$ cat config.mk
export PLATFORM = sky130hd
export DESIGN_NAME = uart_rx
export DESIGN_NICKNAME = d
export VERILOG_FILES = /design/src/rtl/uart_pkg.sv /design/src/rtl/uart_rx_sync.sv /design/src/rtl/uart_rx.sv
export SDC_FILE = /design/constraint.sdc
export NUM_CORES = 1
export LEC_CHECK = 0
export CAP_MARGIN = 20
export CORE_UTILIZATION = 30
export DETAILED_ROUTE_END_ITERATION = 6
export REMOVE_ABC_BUFFERS = 1
export SKIP_LAST_GASP = 1
export SLEW_MARGIN = 20
export SYNTH_ARGS = -nofsm -noshare
export SYNTH_HDL_FRONTEND = slang
export SYNTH_SLANG_ARGS = --single-unit
export TNS_END_PERCENT = 30
$ cat constraint.sdc
create_clock -name Sys_clock -period 2.1 [get_ports Sys_clock]
set_input_delay 0.63 -clock Sys_clock [delete_from_list [all_inputs] [get_ports Sys_clock]]
set_output_delay 0.63 -clock Sys_clock [all_outputs]
set_load 0.1 [all_outputs]
$ cat src/rtl/uart_pkg.sv
// uart_pkg: shared receiver FSM state type and default frame/oversample constants.
// Latency: n/a (types and constants only).
// Backpressure: n/a. The PARITY state exists only when UART_RX_PARITY_EN is defined.
package uart_pkg;

    localparam int UART_OVERSAMPLE = 16;
    localparam int UART_DATA_BITS  = 8;

    typedef enum logic [2:0] {
        IDLE   = 3'd0,
        START  = 3'd1,
        DATA   = 3'd2,
`ifdef UART_RX_PARITY_EN
        PARITY = 3'd3,
`endif
        STOP   = 3'd4
    } uart_rx_state_t;

endpackage

$ cat src/rtl/uart_rx_sync.sv
// uart_rx_sync: 2-flop synchronizer for Rx plus rising-edge detector for Sample_clock.
// Latency: Rx -> rx_s 2 cycles; tick is combinational from Sample_clock and its registered copy.
// Backpressure: none; free running.
// Ports: Sys_clock/reset (async, active high); Sample_clock, Rx in; rx_s, tick out.
module uart_rx_sync (
    input  logic Sys_clock,
    input  logic reset,
    input  logic Sample_clock,
    input  logic Rx,
    output logic rx_s,
    output logic tick
);

    logic rx_meta;
    logic sample_clock_d;

    // Flops reset high so an idle line and a held-high strobe do not
    // produce a spurious start or tick when reset releases.
    always_ff @(posedge Sys_clock or posedge reset) begin
        if (reset) begin
            rx_meta        <= 1'b1;
            rx_s           <= 1'b1;
            sample_clock_d <= 1'b1;
        end else begin
            rx_meta        <= Rx;
            rx_s           <= rx_meta;
            sample_clock_d <= Sample_clock;
        end
    end

    assign tick = Sample_clock & ~sample_clock_d;

endmodule

$ cat src/rtl/uart_rx.sv
// uart_rx: oversampling UART receiver (start, LSB-first data, optional even parity, stop) with a one-entry holding register.
// Latency: Rx_valid rises on the edge ending the stop-sample tick (tick OVERSAMPLE/2 + OVERSAMPLE*(frame bits-1) after start detect).
// Backpressure: none on the line; a frame completing while the holding register is full and unread is dropped and sets sticky Overrun.
// Ports: Sys_clock, reset (async, active high), Sample_clock, Rx, Rx_read in;
//        Rx_data, Rx_valid, Framing_error, Parity_error, Overrun, Busy out.
// Optional feature macro: UART_RX_PARITY_EN (adds the parity bit and makes Parity_error live).
module uart_rx
    import uart_pkg::*;
#(
    parameter int DATA_BITS  = UART_DATA_BITS,
    parameter int OVERSAMPLE = UART_OVERSAMPLE
) (
    input  logic                 Sys_clock,
    input  logic                 reset,
    input  logic                 Sample_clock,
    input  logic                 Rx,
    input  logic                 Rx_read,
    output logic [DATA_BITS-1:0] Rx_data,
    output logic                 Rx_valid,
    output logic                 Framing_error,
    output logic                 Parity_error,
    output logic                 Overrun,
    output logic                 Busy
);

    localparam int CW = $clog2(OVERSAMPLE);
    localparam int IW = $clog2(DATA_BITS);
    localparam logic [CW-1:0] CNT_MID  = CW'(OVERSAMPLE/2 - 1);
    localparam logic [CW-1:0] CNT_BIT  = CW'(OVERSAMPLE - 1);
    localparam logic [IW-1:0] IDX_LAST = IW'(DATA_BITS - 1);

    logic rx_s;
    logic tick;

    uart_rx_sync u_sync (
        .Sys_clock    (Sys_clock),
        .reset        (reset),
        .Sample_clock (Sample_clock),
        .Rx           (Rx),
        .rx_s         (rx_s),
        .tick         (tick)
    );

    uart_rx_state_t       state_q, state_d;
    logic [CW-1:0]        cnt_q, cnt_d;
    logic [IW-1:0]        idx_q, idx_d;
    logic [DATA_BITS-1:0] shift_q, shift_d;
    logic                 frame_done;
    logic                 frame_fe;
`ifdef UART_RX_PARITY_EN
    logic                 par_q, par_d;
`endif

    always_ff @(posedge Sys_clock or posedge reset) begin
        if (reset) begin
            state_q <= IDLE;
            cnt_q   <= '0;
            idx_q   <= '0;
            shift_q <= '0;
`ifdef UART_RX_PARITY_EN
            par_q   <= 1'b0;
`endif
        end else begin
            state_q <= state_d;
            cnt_q   <= cnt_d;
            idx_q   <= idx_d;
            shift_q <= shift_d;
`ifdef UART_RX_PARITY_EN
            par_q   <= par_d;
`endif
        end
    end

    // Every transition and sample is qualified by tick; the counter counts
    // ticks within the current bit and wraps to 0 at each sample point.
    always_comb begin
        state_d    = state_q;
        cnt_d      = cnt_q;
        idx_d      = idx_q;
        shift_d    = shift_q;
        frame_done = 1'b0;
        frame_fe   = 1'b0;
`ifdef UART_RX_PARITY_EN
        par_d      = par_q;
`endif
        if (tick) begin
            case (state_q)
                IDLE: begin
                    if (!rx_s) begin
                        state_d = START;
                        cnt_d   = '0;
                    end
                end
                START: begin
                    if (cnt_q == CNT_MID) begin
                        cnt_d   = '0;
                        idx_d   = '0;
                        // Line back high at mid start bit: glitch, not a frame.
                        state_d = rx_s ? IDLE : DATA;
                    end else begin
                        cnt_d = cnt_q + 1'b1;
                    end
                end
                DATA: begin
                    if (cnt_q == CNT_BIT) begin
                        cnt_d          = '0;
                        shift_d[idx_q] = rx_s;
                        if (idx_q == IDX_LAST) begin
`ifdef UART_RX_PARITY_EN
                            state_d = PARITY;
`else
                            state_d = STOP;
`endif
                        end else begin
                            idx_d = idx_q + 1'b1;
                        end
                    end else begin
                        cnt_d = cnt_q + 1'b1;
                    end
                end
`ifdef UART_RX_PARITY_EN
                PARITY: begin
                    if (cnt_q == CNT_BIT) begin
                        cnt_d   = '0;
                        // Even parity: any nonzero XOR over data+parity is an error.
                        par_d   = (^shift_q) ^ rx_s;
                        state_d = STOP;
                    end else begin
                        cnt_d = cnt_q + 1'b1;
                    end
                end
`endif
                STOP: begin
                    if (cnt_q == CNT_BIT) begin
                        cnt_d      = '0;
                        frame_done = 1'b1;
                        frame_fe   = ~rx_s;
                        // A low stop (break) is re-seen as a start on the next tick.
                        state_d    = IDLE;
                    end else begin
                        cnt_d = cnt_q + 1'b1;
                    end
                end
                default: state_d = IDLE;
            endcase
        end
    end

    // A read in the completion cycle frees the slot, so the new frame loads.
    logic can_load;
    assign can_load = ~Rx_valid | Rx_read;

    always_ff @(posedge Sys_clock or posedge reset) begin
        if (reset) begin
            Rx_data       <= '0;
            Rx_valid      <= 1'b0;
            Framing_error <= 1'b0;
            Overrun       <= 1'b0;
        end else if (frame_done) begin
            if (can_load) begin
                Rx_data       <= shift_q;
                Rx_valid      <= 1'b1;
                Framing_error <= frame_fe;
                Overrun       <= 1'b0;
            end else begin
                Overrun <= 1'b1;
            end
        end else if (Rx_valid && Rx_read) begin
            Rx_valid      <= 1'b0;
            Framing_error <= 1'b0;
            Overrun       <= 1'b0;
        end
    end

`ifdef UART_RX_PARITY_EN
    always_ff @(posedge Sys_clock or posedge reset) begin
        if (reset) begin
            Parity_error <= 1'b0;
        end else if (frame_done) begin
            if (can_load) begin
                Parity_error <= par_q;
            end
        end else if (Rx_valid && Rx_read) begin
            Parity_error <= 1'b0;
        end
    end
`else
    assign Parity_error = 1'b0;
`endif

    assign Busy = (state_q != IDLE);

endmodule
Word-level counts from Yosys, hierarchy flattened
Cells that the tools add are included.
Widths: inputs -> output; s select.
{ "classes": {"add_sub_neg": 2, "n_lt_le_gt_ge": 2, "eq_ne": 13, "mux": 31, "bitwise": 5, "reduce_logical": 14} }
{ "op_table": {"columns": ["operator", "count"], "rows": [
  ["$mux 3", 8],
  ["$mux 1", 14],
  ["$mux 4", 3],
  ["$ne 2x2->1 const B", 6],
  ["$pmux 3 s4", 1],
  ["$pmux 4 s3", 1],
  ["$bwmux 8", 1],
  ["$eq 3x3->1 const B", 2],
  ["$pmux 3 s2", 1],
  ["$reduce_and 3->1", 2],
  ["$reduce_and 6->1", 1],
  ["$reduce_bool 3->1", 2],
  ["$reduce_and 5->1", 1],
  ["$add 4x1->4 const B", 1],
  ["$eq 4x3->1 const B", 1],
  ["$eq 4x4->1 const B", 1],
  ["$lt 3x4->1 const B", 1],
  ["$reduce_and 2->1", 2],
  ["$reduce_bool 2->1", 2],
  ["$add 3x1->3 const B", 1],
  ["$demux 1 s3", 1],
  ["$eq 3x1->1 const B", 1],
  ["$eq 3x2->1 const B", 1],
  ["$ge 3x1->1 const B", 1],
  ["8 further kinds", 11]
]} }
{ "totals": {"reg_bits": 32, "in_bits": 5, "wordCells": 78} }

Depth between registers and ports, before layout
Gate-level depths: netlist of the first run.
{ "depth": {"ltp_word": 6, "mapped_depth": 6} }

Hierarchy
From an unflattened synthesis of the first run, not the netlist that was laid out.
{ "unflattened": {"hier_cells": 130, "area_unflattened_um2": 1561.5} }
{ "by_module_without_submodules": {"columns": ["mod", "n_inst", "cells_per_inst", "area_each_um2", "seq_area_each_um2"], "rows": [
  ["uart_rx", 1, 125, 1465.2, 725.7],
  ["uart_rx_sync", 1, 5, 96.3, 78.8]
]} }

Least setup slack after synthesis of the first run
Ideal clock, no wire load.
{ "synth_path": {"path_type": "reg2out", "from": "reg state_q[0]", "to": "out Busy", "arrival_ns": 1.391, "required_time_ns": 1.470, "setup_slack_ns": 0.079, "stages_incl_launch_ff": 3, "n_path_buf": 1, "path_cell_list": "dfrtp_1 > buf_2 > or3_1"} }
{ "synth_between": {"elab_chain_cells": 1} }
{ "synth_lines": {"columns": ["element", "line", "source"], "rows": [
  ["from (decl)", "uart_rx.sv:44", "uart_rx_state_t state_q, state_d;"],
  ["from (signal assigned)", "uart_rx.sv:64", "state_q <= state_d;"],
  ["$reduce_bool 3->1", "uart_rx.sv:191", "assign Busy = (state_q != IDLE);"],
  ["to (decl)", "uart_rx.sv:23", "output logic Busy"]
]} }
No other way between the ends.

Worst setup path in the final report of the first run
{ "layout_path": {"from": "reg state_q[1]", "to": "out Busy"} }
Same word-level chain as after synthesis.

==> results.toml, run 1 <==
[run_status]
status = "completed"

[detailed_routing]
highest_layer = "met4"
drtPass1Iterations = 4
drt-met1-wl_um = 1384
remaining_drc_errors = 0
dr_wl_met3_um = 170
routed_wl_um = 3180
drt_iter0_drc = 47
wire_per_inst_um = 13.31
ant_nets = 0
vias = 1169
route.met2.wl_um = 1526
avgViaCountPerCell = 4.891

[layout]
n_antenna_cell = 0
drive_above_1_share_pct = 34.32
final_cells = 239
synthToLayoutAreaGrowth_pct = 32.47
fin_nets = 176

[worst_hold_path]
hold_path_class = "register to register"
holdPathStages = 0

[worst_setup_path]
critPathRequiredTime_ns = 1.47
slowest_delay_ns = 0.49
reg2reg_depth = 7
path_class = "register to output pin"
start_kind = "register"
critPathCaptureType = "output pin"
cp_data_arrival_time_ns = 1.40
cp_max_fo = 11
worstPathCellList = "or3_1 -> buf_12"
worst_path_max_delay_cell = "dfrtp_2"

[power_and_ir_drop]
pwr-share-comb_pct = 12.7
p_clk_share_pct = 41.5
power_density_nw_per_um2 = 712.2
leakagePower_nw = 0.9647
swShare_pct = 25.70
max-vdd-ir-drop_mv = 0.4930
intPower_mw = 1.156
p_switching_mw = 0.3998
p_seq_share_pct = 45.9

[clocking]
cts_tree = "yes"
insertion_delay_ns = 0.29
htreeDepth = 2
cts_buffers = 5
clkTransAtPathRegs_ns = 0.07
cts_root_buf = "clkbuf_8"
post_cts_buffers = 0
clock-sinks = 32
cts_buffer_depth = 2

[grt]
grt_pass1_vias = 1208
track_usage_pct = 12.31
overflow = 0
grt_pass1_wl_um = 5609
grt_max_degree = 33
antenna_found_initial = 0

[sta]
hold_ws_ns = 0.3645
finalCritPeriodShare_pct = 96.55
fin_setup_tns_ns = 0
layout_min_cycle_time_ns = 2.028
fin_skew_ns = 0.003113
rsz0062_at_grt = "false"
fmaxAchievable_ghz = 0.4932
finalSetupViolCount = 0
finalMaxSlewViolations = 0
hold_violations = 0

[placement]
port_buffers = 16
hpwl_um = 2331
place_congestion = 0.8510
dp.cells = 231

[floorplanning]
rows = 26
core_area_um2 = 5205
ioPinCount = 18
initial_core_util_pct = 31.68
die_h_um = 76.14
die_area_um2 = 5797
die_w_um = 76.14

[synth]
avgSynthCellArea_um2 = 11.86
synth_cells = 139
seq_area_frac_synth_pct = 48.79
synthArstFlopShare_pct = 100.0
yosys_register_bits = 32
synthFlopType = "dfrtp_1"
synth_edf_count = 0
yosysWarnings = 0
ys_types = 46
synth_area_um2 = 1649

[job]
drv_cap = 0
## cell usage after synthesis, types with 2 or more instances
master / number / area (um2)
a22o_1: 4 / 35.03
nand2b_1: 2 / 12.51
nand3_1: 4 / 20.02
nor2b_1: 2 / 12.51
o31ai_1: 4 / 30.03
mux2_4: 9 / 135.1
mux2_1: 4 / 45.04
a21oi_1: 3 / 15.01
dfstp_2: 3 / 78.83
nor2_1: 6 / 22.52
ha_1: 3 / 37.54
buf_6: 2 / 22.52
nand2_1: 11 / 41.29
o21ai_0: 12 / 60.06
mux2i_1: 2 / 20.02
nand4_1: 2 / 12.51
nor3_1: 3 / 15.01
inv_1: 6 / 22.52
dfrtp_1: 29 / 725.7
buf_4: 2 / 15.01
## layout make-up
| class | count | area, um2 |
|---|---|---|
| clock buffer | 7 | 96.34 |
| clock inverter | 1 | 30.03 |
| fill | 494 | 3020 |
| inverter | 6 | 22.52 |
| multi-input combinational | 95 | 772.0 |
| sequential | 32 | 805.8 |
| tap | 70 | 87.58 |
| timing repair buffer | 28 | 370.4 |
## power groups by stage
| stage | clock [mW] | sequential (mW) | combinational [mW] |
|---|---|---|---|
| 6_report | 0.645 | 0.714 | 0.197 |
| 5_1_grt | 0.686 | 0.722 | 0.224 |
| 4_1_cts | 0.664 | 0.713 | 0.200 |
| 3_5_place_dp | 0 | 0.724 | 0.199 |
| 3_3_place_gp | 0 | 0.720 | 0.187 |
| 2_1_floorplan | 0 | 0.716 | 0.131 |
## cell usage in the layout, fill, tap and decap left out, drive strengths merged, types with 2 or more instances in the layout
cell,n
nor4,2
nor3b,3
mux2i,2
nor3,4
buf,24
inv,6
o21ai,12
nand2b,3
clkbuf,7
dfstp,3
or2,2
o31ai,4
clkdlybuf4s50,4
a21oi,3
dfrtp,29
nor2,6
a22o,4
nand4,4
nor2b,2
mux2,14
nand3,5
nand2,11
ha,3
## registers in the layout, indices dropped and copies added, names as in the netlist
signal,cells
idx_q,3
Overrun,1
cnt_q,4
shift_q,8
state_q,3
u_sync.rx_meta,1
Rx_data,8
u_sync.sample_clock_d,1
u_sync.rx_s,1
Rx_valid,1
Framing_error,1
## worst paths after layout
| check | endpoint | slack (ns) | startpoint |
|---|---|---|---|
| max | Busy | 0.07 | state_q[1] |
| min reg2reg | u_sync.rx_s | 0.36 | u_sync.rx_meta |
| min in group asynchronous | Framing_error | 0.73 | reset |
| min | u_sync.rx_s | 0.36 | u_sync.rx_meta |
| max in group asynchronous | u_sync.sample_clock_d | 1.04 | reset |
| max reg2reg | idx_q[1] | 0.23 | idx_q[0] |
## cells by family (layout without fill, tap and decap cells)
kind of cell,count (synthesis),in the layout,share of synthesized area [%]
fa+ha+maj,3,3,2.276
simple gates,45,45,19.20
flops,32,32,48.79
buf+inv,12,42,4.400
xor+xnor,2,2,1.062
mux,16,16,12.82
other cells,1,1,0.2274
compound gates,28,28,11.23
## per-stage QoR
| stage | worst slack [ns] | power, mW | util [%] | area (um2) |
|---|---|---|---|---|
| 6_report | 0.07245 | 1.556 | 41.97 | 2185 |
| 3_5_place_dp | -0.1485 | 0.9233 | 39.52 | 2057 |
| 3_3_place_gp | -0.1127 | 0.9074 | 39.52 | 2057 |
| 5_1_grt | 0.04135 | 1.632 | 41.97 | 2185 |
| 4_1_cts | 0.02881 | 1.577 | 41.95 | 2183 |
| 2_1_floorplan | 0.09722 | 0.8476 | - | 1599 |
## routing by layer
metal	global-route usage, %	vias up
li1	-	556
met1	14.11	563
met2	19.36	37
met3	4.551	13
met4	7.885	0
met5	0	-
## worst max-delay path: cells and delay by family, from the launching register on
kind	cells	cell delay [ns]
simple gates	1	0.41
flops	1	0.49
buf+inv	1	0.20
## repair_timing
action,CTS,global route
resized for setup,0,1
hold buffers,0,0
endpoints found under the setup margin,0,1
No activity file was read; power rests on OpenSTA's default activity.
==> run 2, diff against run 1 <==
--- a/config.mk
+++ b/config.mk
@@ -8,6 +8,7 @@
 export CAP_MARGIN = 20
 export CORE_UTILIZATION = 30
 export DETAILED_ROUTE_END_ITERATION = 6
+export PLACE_DENSITY = 0.55
 export REMOVE_ABC_BUFFERS = 1
 export SKIP_LAST_GASP = 1
 export SLEW_MARGIN = 20
==> run 2 against run 1 <==
Net effect: non-clock buffer count unchanged; clock power down 30%; via count shrank 1.8%; first-iteration DRC count is 32% higher; worst hold slack worse by 0.0087 ns; maximum frequency is 0.11% higher; utilization fell by 0.77 points; combinational power down 4%; global-route usage shrank 0.097 points.
==> results.toml, run 2 (synthesized netlist as in run 1, its figures left out) <==
[clocking]
clock-sinks = 32
cts_root_buf = "clkbuf_8"
htreeDepth = 2
hold_buffers = 0
cts_buffer_depth = 2
insertion_delay_ns = 0.29
clkTransAtPathRegs_ns = 0.06
cts_buffers = 5
cts_tree = "yes"

[sta]
fin_setup_tns_ns = 0
finalCritPeriodShare_pct = 96.44
layout_min_cycle_time_ns = 2.025
rsz0062_at_grt = "false"
hold_violations = 0
fmaxAchievable_ghz = 0.4938
finalMaxSlewViolations = 0
final.setup.worst_slack_ns = 0.07468
finalSetupViolCount = 0
fin_skew_ns = 0.008172

[detailed_routing]
highest_layer = "met4"
vias = 1148
drt-met1-wl_um = 1441
wire_per_inst_um = 13.09
drtPass1Iterations = 7
remaining_drc_errors = 0
avgViaCountPerCell = 4.803
dr_wl_met3_um = 135
drt_iter0_drc = 62
ant_nets = 0
routed_wl_um = 3128
route.met2.wl_um = 1493

[floorplanning]
ioPinCount = 18
die_area_um2 = 5797
rows = 26
die_h_um = 76.14
die_w_um = 76.14
initial_core_util_pct = 31.68
core_area_um2 = 5205

[layout]
drive_above_1_share_pct = 33.73
final_common_cell = "dfrtp_1"
synthToLayoutAreaGrowth_pct = 30.05
top_regs = "Rx_data: 8 flops, shift_q: 8 flops, cnt_q: 4 flops"
fin_nets = 176
final_core_util_pct = 41.20
mostFrequentLayoutCells = "dfrtp_1, o21ai_0, buf_12, buf_4, nand2_1"
n_antenna_cell = 0

[worst_setup_path]
cp_max_fo = 11
cp_data_arrival_time_ns = 1.40
reg2reg_depth = 4
critPathRequiredTime_ns = 1.47
rr_startpoint = "state_q[1]"
path_class = "register to output pin"
r2r_slack_ns = 0.23
worst_path_max_delay_cell = "dfrtp_1"
start_kind = "register"
cp_num_buf_inv = 1
worstPathCellList = "or3_4 -> buf_12"
slowest_delay_ns = 0.51
critPathCaptureType = "output pin"
worst_r2r_endpoint = "shift_q[6]"
critPathTopFamily = "flip-flops"

[worst_hold_path]
min_from = "u_sync.rx_meta"
holdPathStages = 0
hold_end = "u_sync.rx_s"
hold_path_class = "register to register"

[grt]
antenna_found_initial = 0
grt_max_degree = 33
grt_pass1_vias = 1181
grt_pass1_wl_um = 5513
overflow = 0
track_usage_pct = 12.22

[placement]
port_buffers = 16
dp_worst_setup_slack_ns = -0.1445
hpwl_um = 2277
place_congestion = 0.8742

[run_status]
status = "completed"

[power_and_ir_drop]
total_power_mw = 1.357
max-vdd-ir-drop_mv = 0.4775
power_density_nw_per_um2 = 632.9
leakagePower_nw = 0.9457

[job]
drv_cap = 0
run 2: through the flow:
| stage | cells | hold WS (ns) | cell area (um2) |
|---|---|---|---|
| after floorplan | 133 | 0.3452 | 1599 |
| after global placement | 231 | 0.3464 | 2057 |
| after detailed placement | 231 | 0.3479 | 2057 |
| after CTS | 239 | 0.3568 | 2143 |
| after global routing | 239 | 0.3636 | 2145 |
| final | 239 | 0.3558 | 2145 |
run 2: timing repair:
action	4_1_cts	5_1_grt
setup buffers	0	0
endpoints found under the hold margin	0	0
pin swaps	0	0
gates resized for setup	1	1
endpoints found under the setup margin	1	1
run 2: routing by layer:
layer | vias to the layer above | track usage (%)
met4 | 0 | 6.346
met2 | 23 | 19.82
met3 | 6 | 3.593
li1 | 555 | -
met5 | - | 0
met1 | 564 | 14.66
run 2: cell type report:
type	instances	area, um2
Multi-Input combinational cell	95	777.0
Fill cell	506	3060
Timing Repair Buffer	28	370.4
Tap cell	70	87.58
Clock buffer	7	76.32
Sequential cell	32	805.8
Inverter	6	22.52
Clock inverter	1	5.005
run 2: worst max path at each step:
stage            startpoint          to  slack (ns)  cells after the start
3_3_place_gp   Sample_clock  shift_q[0]       -0.10                      5
4_1_cts          state_q[0]        Busy        0.03                      2
3_5_place_dp   Sample_clock  shift_q[6]       -0.14                      5
2_1_floorplan    state_q[0]        Busy         0.1                      1
5_1_grt          state_q[1]        Busy        0.03                      2
6_report         state_q[1]        Busy        0.07                      2
run 2: power by group:
part	switching (mW)	internal, mW	leakage [nW]
logic	0.113	0.0771	0.497
registers	0.0530	0.660	0.406
clock network	0.222	0.232	0.0422
==> run 3, diff against run 2 <==
--- a/config.mk
+++ b/config.mk
@@ -6,6 +6,7 @@
 export NUM_CORES = 1
 export LEC_CHECK = 0
 export CAP_MARGIN = 20
+export CORE_MARGIN = 4
 export CORE_UTILIZATION = 30
 export DETAILED_ROUTE_END_ITERATION = 6
 export PLACE_DENSITY = 0.55
==> run 3 against run 2 <==
Net effect: total power increased by 3.0%; clock power increased by 7.5%; worst hold slack improved by 0.0017 ns; first-iteration DRC count decreased by 29%; combinational power increased by 6%; wire length increased by 1.6%; critical path depth increased by 3; worst setup slack improved by 0.013 ns; sequential share of layout area decreased by 0.22 points; cell area increased by 0.58%; maximum frequency increased by 0.65%; largest cell class unchanged; largest power group unchanged.
==> results.toml, run 3 (synthesized netlist as in run 1, its figures left out) <==
[clocking]
cts_tree = "yes"
cts_buffer_depth = 2
insertion_delay_ns = 0.28
cts_root_buf = "clkbuf_8"
htreeDepth = 2
cts_buffers = 5
clkTransAtPathRegs_ns = 0.07
hold_buffers = 0
clock-sinks = 32

[grt]
grt_max_degree = 33
antenna_found_initial = 0
track_usage_pct = 11.22
overflow = 0
grt_pass1_wl_um = 5658
use_met2_pct = 17.37
grtUsageMet1_pct = 13.55
grt_pass1_vias = 1223
met3_usage_pct = 3.471
top_usage_layer = "met2"

[layout]
fin_nets = 176
synthToLayoutAreaGrowth_pct = 30.80
fillers = 498
final_cells = 239
mostFrequentLayoutCells = "dfrtp_1, o21ai_0, buf_12, buf_4, nand2_1"
top_regs = "Rx_data: 8 flops, shift_q: 8 flops, cnt_q: 4 flops"
n_antenna_cell = 0
drive_above_1_share_pct = 34.32
final_common_cell = "dfrtp_1"
final_core_util_pct = 41.44
finalInstanceArea_um2 = 2157

[sta]
layout_min_cycle_time_ns = 2.012
fin_setup_tns_ns = 0
fmaxAchievable_ghz = 0.4969
hold_violations = 0
finalSetupViolCount = 0
finalMaxSlewViolations = 0
hold_ws_ns = 0.3575
fin_skew_ns = 0.003361
rsz0062_at_grt = "false"
finalCritPeriodShare_pct = 95.82

[worst_setup_path]
cp_data_arrival_time_ns = 2.18
endpoint = "shift_q[4]"
rr_startpoint = "idx_q[0]"
worst_r2r_endpoint = "idx_q[2]"
r2r_slack_ns = 0.28
critPathCaptureType = "register"
slowest_delay_ns = 0.54
worstPathCellList = "clkdlybuf4s50_1 -> and4b_4 -> nand3_2 -> nor3_1 -> mux2_1"
path_class = "input port to register"
cp_max_fo = 4
worst_path_max_delay_cell = "clkdlybuf4s50_1"
critPathRequiredTime_ns = 2.27
start_kind = "input port"
reg2reg_depth = 7
startpoint = "Sample_clock"

[detailed_routing]
ant_nets = 0
avgViaCountPerCell = 4.812
drtPass1Iterations = 4
drt_iter0_drc = 44
routed_wl_um = 3179
wire_per_inst_um = 13.30
vias = 1150
remaining_drc_errors = 0

[floorplanning]
initial_core_util_pct = 31.68
ioPinCount = 18
die_area_um2 = 6747
rows = 26
die_h_um = 82.14
die_w_um = 82.14
core_area_um2 = 5205

[worst_hold_path]
hold_path_class = "register to register"
min_from = "u_sync.rx_meta"

[power_and_ir_drop]
max-vdd-ir-drop_mv = 0.3757
power_density_nw_per_um2 = 648.2
leakagePower_nw = 0.9459

[placement]
place_congestion = 0.8012
hpwl_um = 2373
place_area_um2 = 2057
port_buffers = 16
dp.cells = 231

[run_status]
status = "completed"

[job]
drv_cap = 0
-- run 3: cell count changes in the layout (fill, tap and decap cells not counted), sizes merged --
cell,change
clkinv,-1
clkinvlp,+1
-- run 3: what timing repair did --
action                     CTS  global route
setup endpoints to repair    1             1
pin swaps                    0             0
buffers inserted             0             0
gates resized for setup      1             1
-- run 3: worst min path at each step --
stage,end,slack (ns),cells after the start
after floorplan,u_sync.rx_s,0.35,0
after global routing,u_sync.rx_s,0.36,0
after global placement,u_sync.rx_s,0.35,0
after detailed placement,u_sync.rx_s,0.35,0
after CTS,u_sync.rx_s,0.36,0
final,u_sync.rx_s,0.36,0
-- run 3: area by class of cell --
type | instances | area [um2] | share of cell area [%]
Clock buffer | 7 | 86.33 | 4.002
Tap cell | 70 | 87.58 | 4.060
Timing Repair Buffer | 28 | 370.4 | 17.17
Inverter | 6 | 22.52 | 1.044
Clock inverter | 1 | 7.507 | 0.3480
Multi-Input combinational cell | 95 | 777.0 | 36.02
Sequential cell | 32 | 805.8 | 37.35
-- run 3: worst max-delay path: cells and delay by family --
kind,cells,cell delay [ns]
buffers and inverters,1,0.54
muxes,1,0.34
and+or+nand+nor,3,0.66
-- run 3: routing by layer --
metal  wire length, um  part of all wire (%)
met5                 0                     0
met4                54                   1.7
met2              1557                    49
met3               164                   5.2
met1              1402                    44
-- run 3: through the flow --
step                      power, mW  setup WS [ns]
after floorplan              0.8476        0.09722
final                         1.398        0.08771
after global routing          1.483        0.01119
after CTS                     1.423        0.05534
after global placement       0.9123        -0.1477
after detailed placement     0.9219        -0.2055
-- run 3: report_power, final --
part | internal, mW | leakage, nW | switching [mW]
clock | 0.266 | 0.0445 | 0.222
combinational | 0.0794 | 0.496 | 0.123
sequential | 0.660 | 0.405 | 0.0479
